## src/rtl/vlb_miss_tracker_if.sv

```systemverilog
// rtl/vlb_miss_tracker_if.sv - miss, FST request/response/fill and VLB refill signal bundle
interface vlb_miss_tracker_if #(
  parameter int VPN_W = 52,
  parameter int MPN_W = 52
);
  logic             miss_i_valid;
  logic             miss_i_ready;
  logic [VPN_W-1:0] miss_i_bits_vpn;
  logic             miss_i_bits_spec;
  logic [1:0]       kill_i;
  logic             req_o_valid;
  logic [5:0]       req_o_bits_idx;
  logic [VPN_W-1:0] req_o_bits_vpn;
  logic             busy_i;
  logic             resp_i_valid;
  logic [5:0]       resp_i_bits_idx;
  logic             resp_i_bits_vld;
  logic             resp_i_bits_err;
  logic [MPN_W-1:0] resp_i_bits_mpn;
  logic [3:0]       resp_i_bits_attr;
  logic             fill_i_valid;
  logic [5:0]       fill_i_bits_idx;
  logic             fill_i_bits_vld;
  logic             fill_i_bits_err;
  logic [MPN_W-1:0] fill_i_bits_mpn;
  logic [3:0]       fill_i_bits_attr;
  logic             refill_o_valid;
  logic [VPN_W-1:0] refill_o_bits_vpn;
  logic             refill_o_bits_vld;
  logic             refill_o_bits_err;
  logic [MPN_W-1:0] refill_o_bits_mpn;
  logic [3:0]       refill_o_bits_attr;
  logic             busy_o;

  modport slave (
    input  miss_i_valid, miss_i_bits_vpn, miss_i_bits_spec, kill_i, busy_i,
    input  resp_i_valid, resp_i_bits_idx, resp_i_bits_vld, resp_i_bits_err,
    input  resp_i_bits_mpn, resp_i_bits_attr,
    input  fill_i_valid, fill_i_bits_idx, fill_i_bits_vld, fill_i_bits_err,
    input  fill_i_bits_mpn, fill_i_bits_attr,
    output miss_i_ready, req_o_valid, req_o_bits_idx, req_o_bits_vpn,
    output refill_o_valid, refill_o_bits_vpn, refill_o_bits_vld, refill_o_bits_err,
    output refill_o_bits_mpn, refill_o_bits_attr, busy_o
  );

  modport master (
    output miss_i_valid, miss_i_bits_vpn, miss_i_bits_spec, kill_i, busy_i,
    output resp_i_valid, resp_i_bits_idx, resp_i_bits_vld, resp_i_bits_err,
    output resp_i_bits_mpn, resp_i_bits_attr,
    output fill_i_valid, fill_i_bits_idx, fill_i_bits_vld, fill_i_bits_err,
    output fill_i_bits_mpn, fill_i_bits_attr,
    input  miss_i_ready, req_o_valid, req_o_bits_idx, req_o_bits_vpn,
    input  refill_o_valid, refill_o_bits_vpn, refill_o_bits_vld, refill_o_bits_err,
    input  refill_o_bits_mpn, refill_o_bits_attr, busy_o
  );
endinterface

```

## src/rtl/vlb_miss_tracker.sv

```systemverilog
// rtl/vlb_miss_tracker.sv - per-port VLB miss tracker with merge, issue, fill collection and kill
module vlb_miss_tracker #(
  parameter int N     = 8,
  parameter int VPN_W = 52,
  parameter int MPN_W = 52,
  parameter int PORT  = 0
) (
  input logic               clock,
  input logic               reset,
  vlb_miss_tracker_if.slave bus
);
  localparam int IW = (N > 1) ? $clog2(N) : 1;

  typedef enum logic [2:0] {FREE, PEND, WAIT, RDY, DEAD} ent_state_t;

  ent_state_t       st_q   [N];
  ent_state_t       st_d   [N];
  logic [VPN_W-1:0] vpn_q  [N];
  logic             spec_q [N];
  logic             vld_q  [N];
  logic             err_q  [N];
  logic [MPN_W-1:0] mpn_q  [N];
  logic [3:0]       attr_q [N];

  logic [N-1:0]  hit, take_resp, take_fill, alloc;
  logic          match, free_any, pend_any, rdy_any, any_used;
  logic          kill_any, miss_fire, req_v, refill_v;
  logic [IW-1:0] free_idx, pend_idx, rdy_idx;
  logic          rh, fh, kl;

  // Live-entry VPN match vector and lowest-index FREE/PEND/RDY search.
  always_comb begin
    hit      = '0;
    free_any = 1'b0;
    pend_any = 1'b0;
    rdy_any  = 1'b0;
    any_used = 1'b0;
    free_idx = '0;
    pend_idx = '0;
    rdy_idx  = '0;
    for (int i = N - 1; i >= 0; i--) begin
      if ((st_q[i] == PEND || st_q[i] == WAIT || st_q[i] == RDY) &&
          vpn_q[i] == bus.miss_i_bits_vpn)
        hit[i] = 1'b1;
      if (st_q[i] == FREE) begin
        free_any = 1'b1;
        free_idx = IW'(i);
      end else begin
        any_used = 1'b1;
      end
      if (st_q[i] == PEND) begin
        pend_any = 1'b1;
        pend_idx = IW'(i);
      end
      if (st_q[i] == RDY) begin
        rdy_any = 1'b1;
        rdy_idx = IW'(i);
      end
    end
  end

  assign match     = |hit;
  assign kill_any  = |bus.kill_i;
  assign miss_fire = bus.miss_i_valid & bus.miss_i_ready;
  assign req_v     = ~reset & pend_any & ~bus.busy_i & ~kill_any;
  assign refill_v  = ~reset & rdy_any & ~kill_any;

  // All outputs are held at zero while reset is asserted, even before the state clears.
  assign bus.miss_i_ready       = ~reset & (match | free_any) & ~kill_any;
  assign bus.busy_o             = ~reset & any_used;
  assign bus.req_o_valid        = req_v;
  assign bus.req_o_bits_idx     = req_v ? {1'(PORT), 5'(pend_idx)} : 6'd0;
  assign bus.req_o_bits_vpn     = req_v ? vpn_q[pend_idx] : '0;
  assign bus.refill_o_valid     = refill_v;
  assign bus.refill_o_bits_vpn  = refill_v ? vpn_q[rdy_idx] : '0;
  assign bus.refill_o_bits_vld  = refill_v & vld_q[rdy_idx];
  assign bus.refill_o_bits_err  = refill_v & err_q[rdy_idx];
  assign bus.refill_o_bits_mpn  = refill_v ? mpn_q[rdy_idx] : '0;
  assign bus.refill_o_bits_attr = refill_v ? attr_q[rdy_idx] : 4'd0;

  // Per-entry next state: refill, resp/fill, issue, allocation, then kill last.
  always_comb begin
    take_resp = '0;
    take_fill = '0;
    alloc     = '0;
    rh        = 1'b0;
    fh        = 1'b0;
    kl        = 1'b0;
    for (int i = 0; i < N; i++) begin
      st_d[i] = st_q[i];
      rh = bus.resp_i_valid && bus.resp_i_bits_idx == {1'(PORT), 5'(i)};
      fh = bus.fill_i_valid && bus.fill_i_bits_idx == {1'(PORT), 5'(i)};
      kl = bus.kill_i[1] || (bus.kill_i[0] && spec_q[i]);
      if (refill_v && rdy_idx == IW'(i))
        st_d[i] = FREE;
      if (rh && bus.resp_i_bits_vld) begin
        if (st_q[i] == WAIT) begin
          st_d[i]      = RDY;
          take_resp[i] = 1'b1;
        end else if (st_q[i] == DEAD) begin
          st_d[i] = FREE;
        end
      end
      // A fill colliding with a completing resp on the same entry is dropped.
      if (fh && !take_resp[i]) begin
        if (st_q[i] == WAIT) begin
          st_d[i]      = RDY;
          take_fill[i] = 1'b1;
        end else if (st_q[i] == DEAD) begin
          st_d[i] = FREE;
        end
      end
      if (req_v && pend_idx == IW'(i))
        st_d[i] = WAIT;
      if (miss_fire && !match && free_idx == IW'(i)) begin
        st_d[i]  = PEND;
        alloc[i] = 1'b1;
      end
      if (kl) begin
        case (st_d[i])
          PEND, RDY: st_d[i] = FREE;
          WAIT:      st_d[i] = DEAD;
          default:   st_d[i] = st_d[i];
        endcase
      end
    end
  end

  // Entry state register.
  always_ff @(posedge clock) begin
    for (int i = 0; i < N; i++)
      st_q[i] <= reset ? FREE : st_d[i];
  end

  // Entry payload: VPN/spec on allocate or merge, result on resp or fill capture.
  always_ff @(posedge clock) begin
    for (int i = 0; i < N; i++) begin
      if (alloc[i]) begin
        vpn_q[i]  <= bus.miss_i_bits_vpn;
        spec_q[i] <= bus.miss_i_bits_spec;
      end else if (miss_fire && hit[i]) begin
        spec_q[i] <= spec_q[i] & bus.miss_i_bits_spec;
      end
      if (take_resp[i]) begin
        vld_q[i]  <= bus.resp_i_bits_vld;
        err_q[i]  <= bus.resp_i_bits_err;
        mpn_q[i]  <= bus.resp_i_bits_mpn;
        attr_q[i] <= bus.resp_i_bits_attr;
      end else if (take_fill[i]) begin
        vld_q[i]  <= bus.fill_i_bits_vld;
        err_q[i]  <= bus.fill_i_bits_err;
        mpn_q[i]  <= bus.fill_i_bits_mpn;
        attr_q[i] <= bus.fill_i_bits_attr;
      end
    end
  end
endmodule

```

## src/flat_wrapper.sv

```systemverilog
// flat-port wrapper written by rule: the top's interface ports become plain ports
module vlb_miss_tracker_flat 
#(
  parameter int N     = 8,
  parameter int VPN_W = 52,
  parameter int MPN_W = 52,
  parameter int PORT  = 0
)
  (clock, reset, bus_miss_i_valid, bus_miss_i_bits_vpn, bus_miss_i_bits_spec, bus_kill_i, bus_busy_i, bus_resp_i_valid, bus_resp_i_bits_idx, bus_resp_i_bits_vld, bus_resp_i_bits_err, bus_resp_i_bits_mpn, bus_resp_i_bits_attr, bus_fill_i_valid, bus_fill_i_bits_idx, bus_fill_i_bits_vld, bus_fill_i_bits_err, bus_fill_i_bits_mpn, bus_fill_i_bits_attr, bus_miss_i_ready, bus_req_o_valid, bus_req_o_bits_idx, bus_req_o_bits_vpn, bus_refill_o_valid, bus_refill_o_bits_vpn, bus_refill_o_bits_vld, bus_refill_o_bits_err, bus_refill_o_bits_mpn, bus_refill_o_bits_attr, bus_busy_o);
  vlb_miss_tracker_if #(.VPN_W(VPN_W), .MPN_W(MPN_W)) bus_i ();
  input logic clock;
  input logic reset;
  input wire logic [$bits(bus_i.miss_i_valid)-1:0] bus_miss_i_valid;
  input wire logic [$bits(bus_i.miss_i_bits_vpn)-1:0] bus_miss_i_bits_vpn;
  input wire logic [$bits(bus_i.miss_i_bits_spec)-1:0] bus_miss_i_bits_spec;
  input wire logic [$bits(bus_i.kill_i)-1:0] bus_kill_i;
  input wire logic [$bits(bus_i.busy_i)-1:0] bus_busy_i;
  input wire logic [$bits(bus_i.resp_i_valid)-1:0] bus_resp_i_valid;
  input wire logic [$bits(bus_i.resp_i_bits_idx)-1:0] bus_resp_i_bits_idx;
  input wire logic [$bits(bus_i.resp_i_bits_vld)-1:0] bus_resp_i_bits_vld;
  input wire logic [$bits(bus_i.resp_i_bits_err)-1:0] bus_resp_i_bits_err;
  input wire logic [$bits(bus_i.resp_i_bits_mpn)-1:0] bus_resp_i_bits_mpn;
  input wire logic [$bits(bus_i.resp_i_bits_attr)-1:0] bus_resp_i_bits_attr;
  input wire logic [$bits(bus_i.fill_i_valid)-1:0] bus_fill_i_valid;
  input wire logic [$bits(bus_i.fill_i_bits_idx)-1:0] bus_fill_i_bits_idx;
  input wire logic [$bits(bus_i.fill_i_bits_vld)-1:0] bus_fill_i_bits_vld;
  input wire logic [$bits(bus_i.fill_i_bits_err)-1:0] bus_fill_i_bits_err;
  input wire logic [$bits(bus_i.fill_i_bits_mpn)-1:0] bus_fill_i_bits_mpn;
  input wire logic [$bits(bus_i.fill_i_bits_attr)-1:0] bus_fill_i_bits_attr;
  output wire logic [$bits(bus_i.miss_i_ready)-1:0] bus_miss_i_ready;
  output wire logic [$bits(bus_i.req_o_valid)-1:0] bus_req_o_valid;
  output wire logic [$bits(bus_i.req_o_bits_idx)-1:0] bus_req_o_bits_idx;
  output wire logic [$bits(bus_i.req_o_bits_vpn)-1:0] bus_req_o_bits_vpn;
  output wire logic [$bits(bus_i.refill_o_valid)-1:0] bus_refill_o_valid;
  output wire logic [$bits(bus_i.refill_o_bits_vpn)-1:0] bus_refill_o_bits_vpn;
  output wire logic [$bits(bus_i.refill_o_bits_vld)-1:0] bus_refill_o_bits_vld;
  output wire logic [$bits(bus_i.refill_o_bits_err)-1:0] bus_refill_o_bits_err;
  output wire logic [$bits(bus_i.refill_o_bits_mpn)-1:0] bus_refill_o_bits_mpn;
  output wire logic [$bits(bus_i.refill_o_bits_attr)-1:0] bus_refill_o_bits_attr;
  output wire logic [$bits(bus_i.busy_o)-1:0] bus_busy_o;
  assign bus_i.miss_i_valid = bus_miss_i_valid;
  assign bus_i.miss_i_bits_vpn = bus_miss_i_bits_vpn;
  assign bus_i.miss_i_bits_spec = bus_miss_i_bits_spec;
  assign bus_i.kill_i = bus_kill_i;
  assign bus_i.busy_i = bus_busy_i;
  assign bus_i.resp_i_valid = bus_resp_i_valid;
  assign bus_i.resp_i_bits_idx = bus_resp_i_bits_idx;
  assign bus_i.resp_i_bits_vld = bus_resp_i_bits_vld;
  assign bus_i.resp_i_bits_err = bus_resp_i_bits_err;
  assign bus_i.resp_i_bits_mpn = bus_resp_i_bits_mpn;
  assign bus_i.resp_i_bits_attr = bus_resp_i_bits_attr;
  assign bus_i.fill_i_valid = bus_fill_i_valid;
  assign bus_i.fill_i_bits_idx = bus_fill_i_bits_idx;
  assign bus_i.fill_i_bits_vld = bus_fill_i_bits_vld;
  assign bus_i.fill_i_bits_err = bus_fill_i_bits_err;
  assign bus_i.fill_i_bits_mpn = bus_fill_i_bits_mpn;
  assign bus_i.fill_i_bits_attr = bus_fill_i_bits_attr;
  assign bus_miss_i_ready = bus_i.miss_i_ready;
  assign bus_req_o_valid = bus_i.req_o_valid;
  assign bus_req_o_bits_idx = bus_i.req_o_bits_idx;
  assign bus_req_o_bits_vpn = bus_i.req_o_bits_vpn;
  assign bus_refill_o_valid = bus_i.refill_o_valid;
  assign bus_refill_o_bits_vpn = bus_i.refill_o_bits_vpn;
  assign bus_refill_o_bits_vld = bus_i.refill_o_bits_vld;
  assign bus_refill_o_bits_err = bus_i.refill_o_bits_err;
  assign bus_refill_o_bits_mpn = bus_i.refill_o_bits_mpn;
  assign bus_refill_o_bits_attr = bus_i.refill_o_bits_attr;
  assign bus_busy_o = bus_i.busy_o;
  vlb_miss_tracker #(.N(N), .VPN_W(VPN_W), .MPN_W(MPN_W), .PORT(PORT)) u_core (.clock(clock), .reset(reset), .bus(bus_i));
endmodule
```

## config.mk

```make
export PLATFORM = sky130hd
export DESIGN_NAME = vlb_miss_tracker_flat
export DESIGN_NICKNAME = d
export VERILOG_FILES = /design/src/rtl/vlb_miss_tracker_if.sv /design/src/rtl/vlb_miss_tracker.sv /design/src/flat_wrapper.sv
export SDC_FILE = /design/constraint.sdc
export NUM_CORES = 2
export LEC_CHECK = 0
export BUFFER_PORTS_ARGS = -buffer_cell sky130_fd_sc_hd__clkbuf_2
export CELL_PAD_IN_SITES_DETAIL_PLACEMENT = 0
export CELL_PAD_IN_SITES_GLOBAL_PLACEMENT = 1
export CORE_UTILIZATION = 40
export CTS_CLUSTER_DIAMETER = 80
export CTS_CLUSTER_SIZE = 12
export DETAILED_ROUTE_END_ITERATION = 8
export HOLD_SLACK_MARGIN = 0.1
export PLACE_DENSITY_LB_ADDON = 0.15
export SLEW_MARGIN = 20
export SYNTH_ARGS = -nofsm -noshare
export SYNTH_HDL_FRONTEND = slang
export SYNTH_SLANG_ARGS = --single-unit
export TNS_END_PERCENT = 20
```

## constraint.sdc

```tcl
create_clock -name clock -period 15.3 [get_ports clock]
set_input_delay 2.295 -clock clock [delete_from_list [all_inputs] [get_ports clock]]
set_output_delay 2.295 -clock clock [all_outputs]
set_load 0.005 [all_outputs]
```

* After elaboration in Yosys (flattened, before gate mapping)
Memories as Yosys holds them, arrays and structs flattened.
Cells that the tools add are included.
** Cells by class
- Add/subtract/negate cells :: 0
- Multipliers :: 0
- Divide/modulo/power cells :: 0
- Magnitude comparators :: 0
- Equal/unequal tests :: 99
- Shifts and indexed selects :: 0
- Muxes and demuxes :: 338
- Bitwise operators :: 63
- Reductions and logical operators :: 144
** Operators by type and width (number)
- 2-to-1 mux 52 bit :: 18
- equality test 52 bit :: 8
- OR reduction 52 bit :: 7
- 2-to-1 mux 3 bit :: 120
- 2-to-1 mux 1 bit :: 183
- equality test 3 x 2 -> 1 bit (second input constant) :: 38
- logical AND 1 bit :: 81
- equality test 3 bit (second input constant) :: 20
- equality test 3 x 1 -> 1 bit (second input constant) :: 19
- equality test 6 x 3 -> 1 bit (second input constant) :: 8
- case mux 3 bit (2 select lines) :: 8
- OR 1 bit :: 41
- 2-to-1 mux 4 bit :: 9
- zero test 3 bit :: 11
- equality test 6 x 2 -> 1 bit (second input constant) :: 4
- logical OR 1 bit :: 24
- AND 1 bit :: 19
- OR reduction 2 bit :: 9
- equality test 6 x 1 -> 1 bit (second input constant) :: 2
- zero test 6 bit :: 2
- zero test 1 bit :: 9
- OR reduction 8 bit :: 1
- NOT 1 bit :: 3
** Word-level totals
- Bits in registers :: 0
- Latch bits :: 0
- RAM bits :: 912
- ROM bits :: 0
- Input bits :: 189
- Output and inout port bits :: 172
- Logic and storage cells :: 651
- Memories kept :: 7
** Memories
- u_core.mpn_q :: words 8, bits a word 52, rd ports 1, clocked after Yosys merged registers in 0, wr ports 8, RTL line vlb_miss_tracker.sv:22 : logic [MPN_W-1:0] mpn_q [N];
- u_core.vpn_q :: words 8, bits a word 52, rd ports 10, clocked after Yosys merged registers in 0, wr ports 1, RTL line vlb_miss_tracker.sv:18 : logic [VPN_W-1:0] vpn_q [N];
- u_core.attr_q :: words 8, bits a word 4, rd ports 1, clocked after Yosys merged registers in 0, wr ports 8, RTL line vlb_miss_tracker.sv:23 : logic [3:0] attr_q [N];
- u_core.st_q :: words 8, bits a word 3, rd ports 8, clocked after Yosys merged registers in 0, wr ports 8, RTL line vlb_miss_tracker.sv:16 : ent_state_t st_q [N];
- u_core.err_q :: words 8, bits a word 1, rd ports 1, clocked after Yosys merged registers in 0, wr ports 8, RTL line vlb_miss_tracker.sv:21 : logic err_q [N];
- u_core.spec_q :: words 8, bits a word 1, rd ports 8, clocked after Yosys merged registers in 0, wr ports 8, RTL line vlb_miss_tracker.sv:19 : logic spec_q [N];
- 1 more memories

* Longest topological paths before layout
An unclocked memory read counts as a cell.
- Word-level depth :: 27
- Mapped depth :: 12
- Gate-level depth less buffers :: 10

* Worst setup path after synthesis
No wires, ideal clock.
- Path kind :: in2reg
- Start :: in bus_resp_i_bits_idx[3]
- End :: mem u_core.st_q[0][9] (netlist name)
- Setup time :: 80 ps
- Data arrival time :: 8242 ps
- Required time :: 15220 ps
- Path slack :: 6979 ps
- Stages :: 8
- Path buffers :: 1
- Path through :: nor4b_1 -> and3b_1 -> clkbuf_1 -> a31oi_1 -> or2_2 -> nor3b_1 -> o21ai_1 -> a21oi_1
** RTL lines
- from (decl) :: RTL line flat_wrapper.sv:19 : input wire logic [$bits(bus_i.resp_i_bits_idx)-1:0] bus_resp_i_bits_idx;
- to (decl) :: RTL line vlb_miss_tracker.sv:16

* Worst setup path in the final report
- Start :: in bus_miss_i_bits_vpn[7]
- End :: out bus_miss_i_ready
** On the way
- Cells in the longest elaborated chain, start to end :: 7
- Elaborated cells between the ends (all ways) :: 28
- Those cells by class :: eq/ne: 8; mux: 8; bitwise: 3; reduce/logical: 9
** Ends and longest elaborated chain
- from (decl) :: RTL line flat_wrapper.sv:14 : input wire logic [$bits(bus_i.miss_i_bits_vpn)-1:0] bus_miss_i_bits_vpn;
- equality test 52 bit :: RTL line vlb_miss_tracker.sv:43 : vpn_q[i] == bus.miss_i_bits_vpn)
- logical AND 1 bit :: RTL line vlb_miss_tracker.sv:42 : if ((st_q[i] == PEND || st_q[i] == WAIT || st_q[i] == RDY) &&
- 2-to-1 mux 1 bit :: RTL line vlb_miss_tracker.sv:42
- OR reduction 8 bit (*) :: RTL line vlb_miss_tracker.sv:62 : assign match = |hit;
- OR 1 bit (*) :: RTL line vlb_miss_tracker.sv:69 : assign bus.miss_i_ready = ~reset & (match | free_any) & ~kill_any;
- AND 1 bit (*) (2 in series) :: RTL line vlb_miss_tracker.sv:69
- to (decl) :: RTL line flat_wrapper.sv:30 : output wire logic [$bits(bus_i.miss_i_ready)-1:0] bus_miss_i_ready;
Mark *: on every way between the ends. The rest lies on a longest branch, timed or not.

==> run_results.csv <==
group,metric,value,unit
worst_setup_path,crit_top_cell,"clkbuf_2",
die,start_util,40.58,%
clock_network,cts_root_buf,"clkbuf_16",
synth,synth-adder-area-share,0,%
die,die_h,354.6,um
grt,grt_max_degree,152,
sta,fmax,121.2,MHz
route,viasPerCell,6.314,
synth,synthFlopType,"edfxtp_1",
route,drc,0,
clock_network,h-tree-depth,3,
synth,yosysSeqAreaShare,54.60,%
clock_network,path_clk_slew,60,ps
synth,synth_top_family_by_area,"simple AND/OR/NAND/NOR gates",
worst_setup_path,cp-end-kind,"primary output",
clock_network,cts_hold_buf,0,
die,die_area,125700,sq um
placed_design,gp_congestion,1.061,
synth,synth_xor_area_share,6.570,%
worst_setup_path,worst-endpoint-arrival,5960,ps
synth,synthMuxAreaShare,11.30,%
worst_setup_path,crit_path_top_delay_cell,"nor3_1",
sta,final_max_slew_viol_count,0,
finish,drive_above_1_share,22.72,%
die,coreArea,122500,sq um
worst_setup_path,setup.worst_path.start_class,"input pin",
clock_network,postCtsSetupBuffers,0,
sta,setup_tns,0,ps
run_status,status,"complete, no violations",
worst_setup_path,path_max_fanout,16,
route,wl_per_cell,34.73,um
sta,skew,44.61,ps
min_path,hold_class,"reg2reg",
sta,slew_headroom,13.95,%
route,drt_iter0_drc,5512,
synth,synth_area,49720,sq um
grt,grt_overflow_total,0,
sta,hold_viol,0,
placed_design,pre_cts_slack,7229,ps
sta,holdWs,570.0,ps
power,irDropWorstVdd,0.08003,mV
clock_network,post_cts_resized,0,
synth,synthSimpleGateAreaFrac,13.34,%
sta,final.min_clock_period,8251,ps
synth,synth_warnings,0,
finish,final_cell_mix,"888 x edfxtp_1, 839 x nand2_1, 462 x mux2_2",
clock_network,cts.sinks,912,
worst_setup_path,criticalPathCategory,"in2out",
route,dr.pass1.iters,6,
placed_design,hpwlAfterDp,138.5,mm
grt,grt_pass1_vias,36935,
worst_setup_path,critPathMaxStageDelay,990,ps
finish,area_growth,11.33,%
placed_design,io_buffers,357,
synth,synth_cell_types,81,
synth,syn_inst,4460,
sta,rsz0062_at_grt,"no",
grt,grt_antenna_before_repair,31,
die,ios,361,
synth,synth-edff-count,888,
clock_network,cts_tree,"built",
finish,nets,4816,
finish,num-fill-cells,11594,
power,p_leak,19.24,nW
die,rows,128,
worst_setup_path,critical_path_required,13010,ps
synth,ys_async_sr_fraction,0,%
finish,mostFrequentLayoutCell,"edfxtp_1",
sta,fin_crit_sh,53.93,%
route,wirelength,218.4,mm
clock_network,cts_buffers,87,
synth,ys_ff_latch,912,
grt,grt_usage,33.77,%
die,die_width,354.6,um
clock_network,clockBufferDepth,3,
power,power.density,92.01,nW/um^2
synth,synth_compound_area_share,10.72,%
finish,fin_util,45.18,%
sta,tightestPinTransition,1281,ps
worst_setup_path,cp_cell_sequence,"clkbuf_2 -> xor2_1 -> nor3_1 -> nand4_1 -> nor4_1 -> a2111oi_4 -> nand3_1 -> inv_1 -> a31oi_1 -> clkbuf_2",
synth,synth_area_per_cell,11.15,sq um
clock_network,insertion_delay,710,ps
route,vias,39696,
flow_run,cap_violations,0,
grt,grt_pass1_wl,301.2,mm
sta,final-setup-viol-count,0,
sta,layout_setup_ws,7049,ps
route,ant_nets,0,
[final timing paths]
check | startpoint | end | slack [ps] | cells past startpoint
setup / recovery | bus_miss_i_bits_vpn[7] | bus_miss_i_ready | 7050 | 10
hold / removal | u_core.spec_q[4] | u_core.spec_q[4] | 570 | 1
setup reg to reg | u_core.st_q[0][3] | u_core.vpn_q[3][6] | 10460 | 9
hold reg to reg | u_core.spec_q[4] | u_core.spec_q[4] | 570 | 1
[Yosys cell counts (5+ instances only)]
cell,instances,area [sq um]
o211ai_1,11,82.58
nand2b_1,23,143.9
a21oi_1,274,1371
o221ai_1,165,1445
nor2_1,75,281.5
o2111ai_1,5,43.79
dfxtp_1,24,480.5
nor2b_1,28,175.2
and3_1,19,118.9
a22oi_1,18,135.1
a31oi_1,132,825.8
edfxtp_1,888,26670
a21o_1,11,82.58
clkbuf_1,186,698.2
nand2_1,846,3176
o2bb2ai_1,5,43.79
mux2_1,21,236.5
inv_1,37,138.9
a31o_1,16,140.1
xnor2_1,57,499.2
mux2_2,462,5202
o31ai_1,6,45.04
a2111oi_0,7,61.31
o21ai_1,10,50.05
nor4_1,85,531.8
o21ai_0,52,260.3
o21a_1,10,75.07
buf_1,26,97.59
nand3b_1,7,52.55
nor3_1,32,160.2
buf_4,18,135.1
o22ai_1,53,331.6
and3b_1,6,52.55
mux2i_1,18,180.2
buf_2,125,625.6
xor2_1,316,2768
nand3_1,265,1326
nor3b_1,10,75.07
nand4_1,39,244.0
[critical path: cells and delay by family]
family                 cells  cell delay, ps
buffers and inverters      3             530
AND/OR/NAND/NOR            4            2440
XOR/XNOR                   1             230
AO/OA/AOI/OAI              2             460
[layout make-up]
class                   count  area [sq um]  area share [%]
multi-input cells        3153         21140           38.20
diodes                     10         25.02         0.04521
well taps                1625          2033           3.673
inverters                  40         150.1          0.2712
clock buffers             104          2262           4.087
clock inverters            10         188.9          0.3413
flip-flops and latches    912         27150           49.04
repair buffers            433          2406           4.347
[flip-flops by register name, summed over array words and instances (netlist names)]
register	count
u_core.mpn_q	416
u_core.vld_q	8
u_core.attr_q	32
u_core.st_q	24
u_core.vpn_q	416
u_core.spec_q	8
u_core.err_q	8
[per-stage QoR]
| step | instance area, sq um | cells | total power, mW |
|---|---|---|---|
| floorplan | 49730 | 4462 | 2.931 |
| global placement | 52820 | 6161 | 3.066 |
| detailed placement | 52830 | 6161 | 3.069 |
| CTS | 55280 | 6275 | 5.106 |
| global route | 55350 | 6284 | 5.202 |
| finish | 55360 | 6287 | 5.094 |
[kinds of logic (layout without fill, tap and decap cells)]
| kind of cell | Yosys count | after routing |
|---|---|---|
| and+or+nand+nor | 1469 | 1469 |
| DFF | 912 | 912 |
| AOI/OAI and AO/OA | 807 | 807 |
| muxes | 501 | 501 |
| other | 1 | 13 |
| buffers and inverters | 397 | 587 |
| xor gates and xnor gates | 373 | 373 |
[power by group]
group | internal [mW] | total (mW) | switching, mW
clock network | 1.06 | 2.07 | 1.01
logic | 0.0943 | 0.279 | 0.185
registers | 2.74 | 2.74 | 0.00365
total | 3.90 | 5.09 | 1.20
[routing by layer]
| layer | track usage, % | part of all wire [%] |
|---|---|---|
| met1 | 44.48 | 40 |
| met2 | 53.42 | 46 |
| met3 | 7.686 | 9.6 |
| met4 | 14.18 | 4.8 |
| met5 | 0 | 0.13 |
Power figures use the tool's default switching activity.
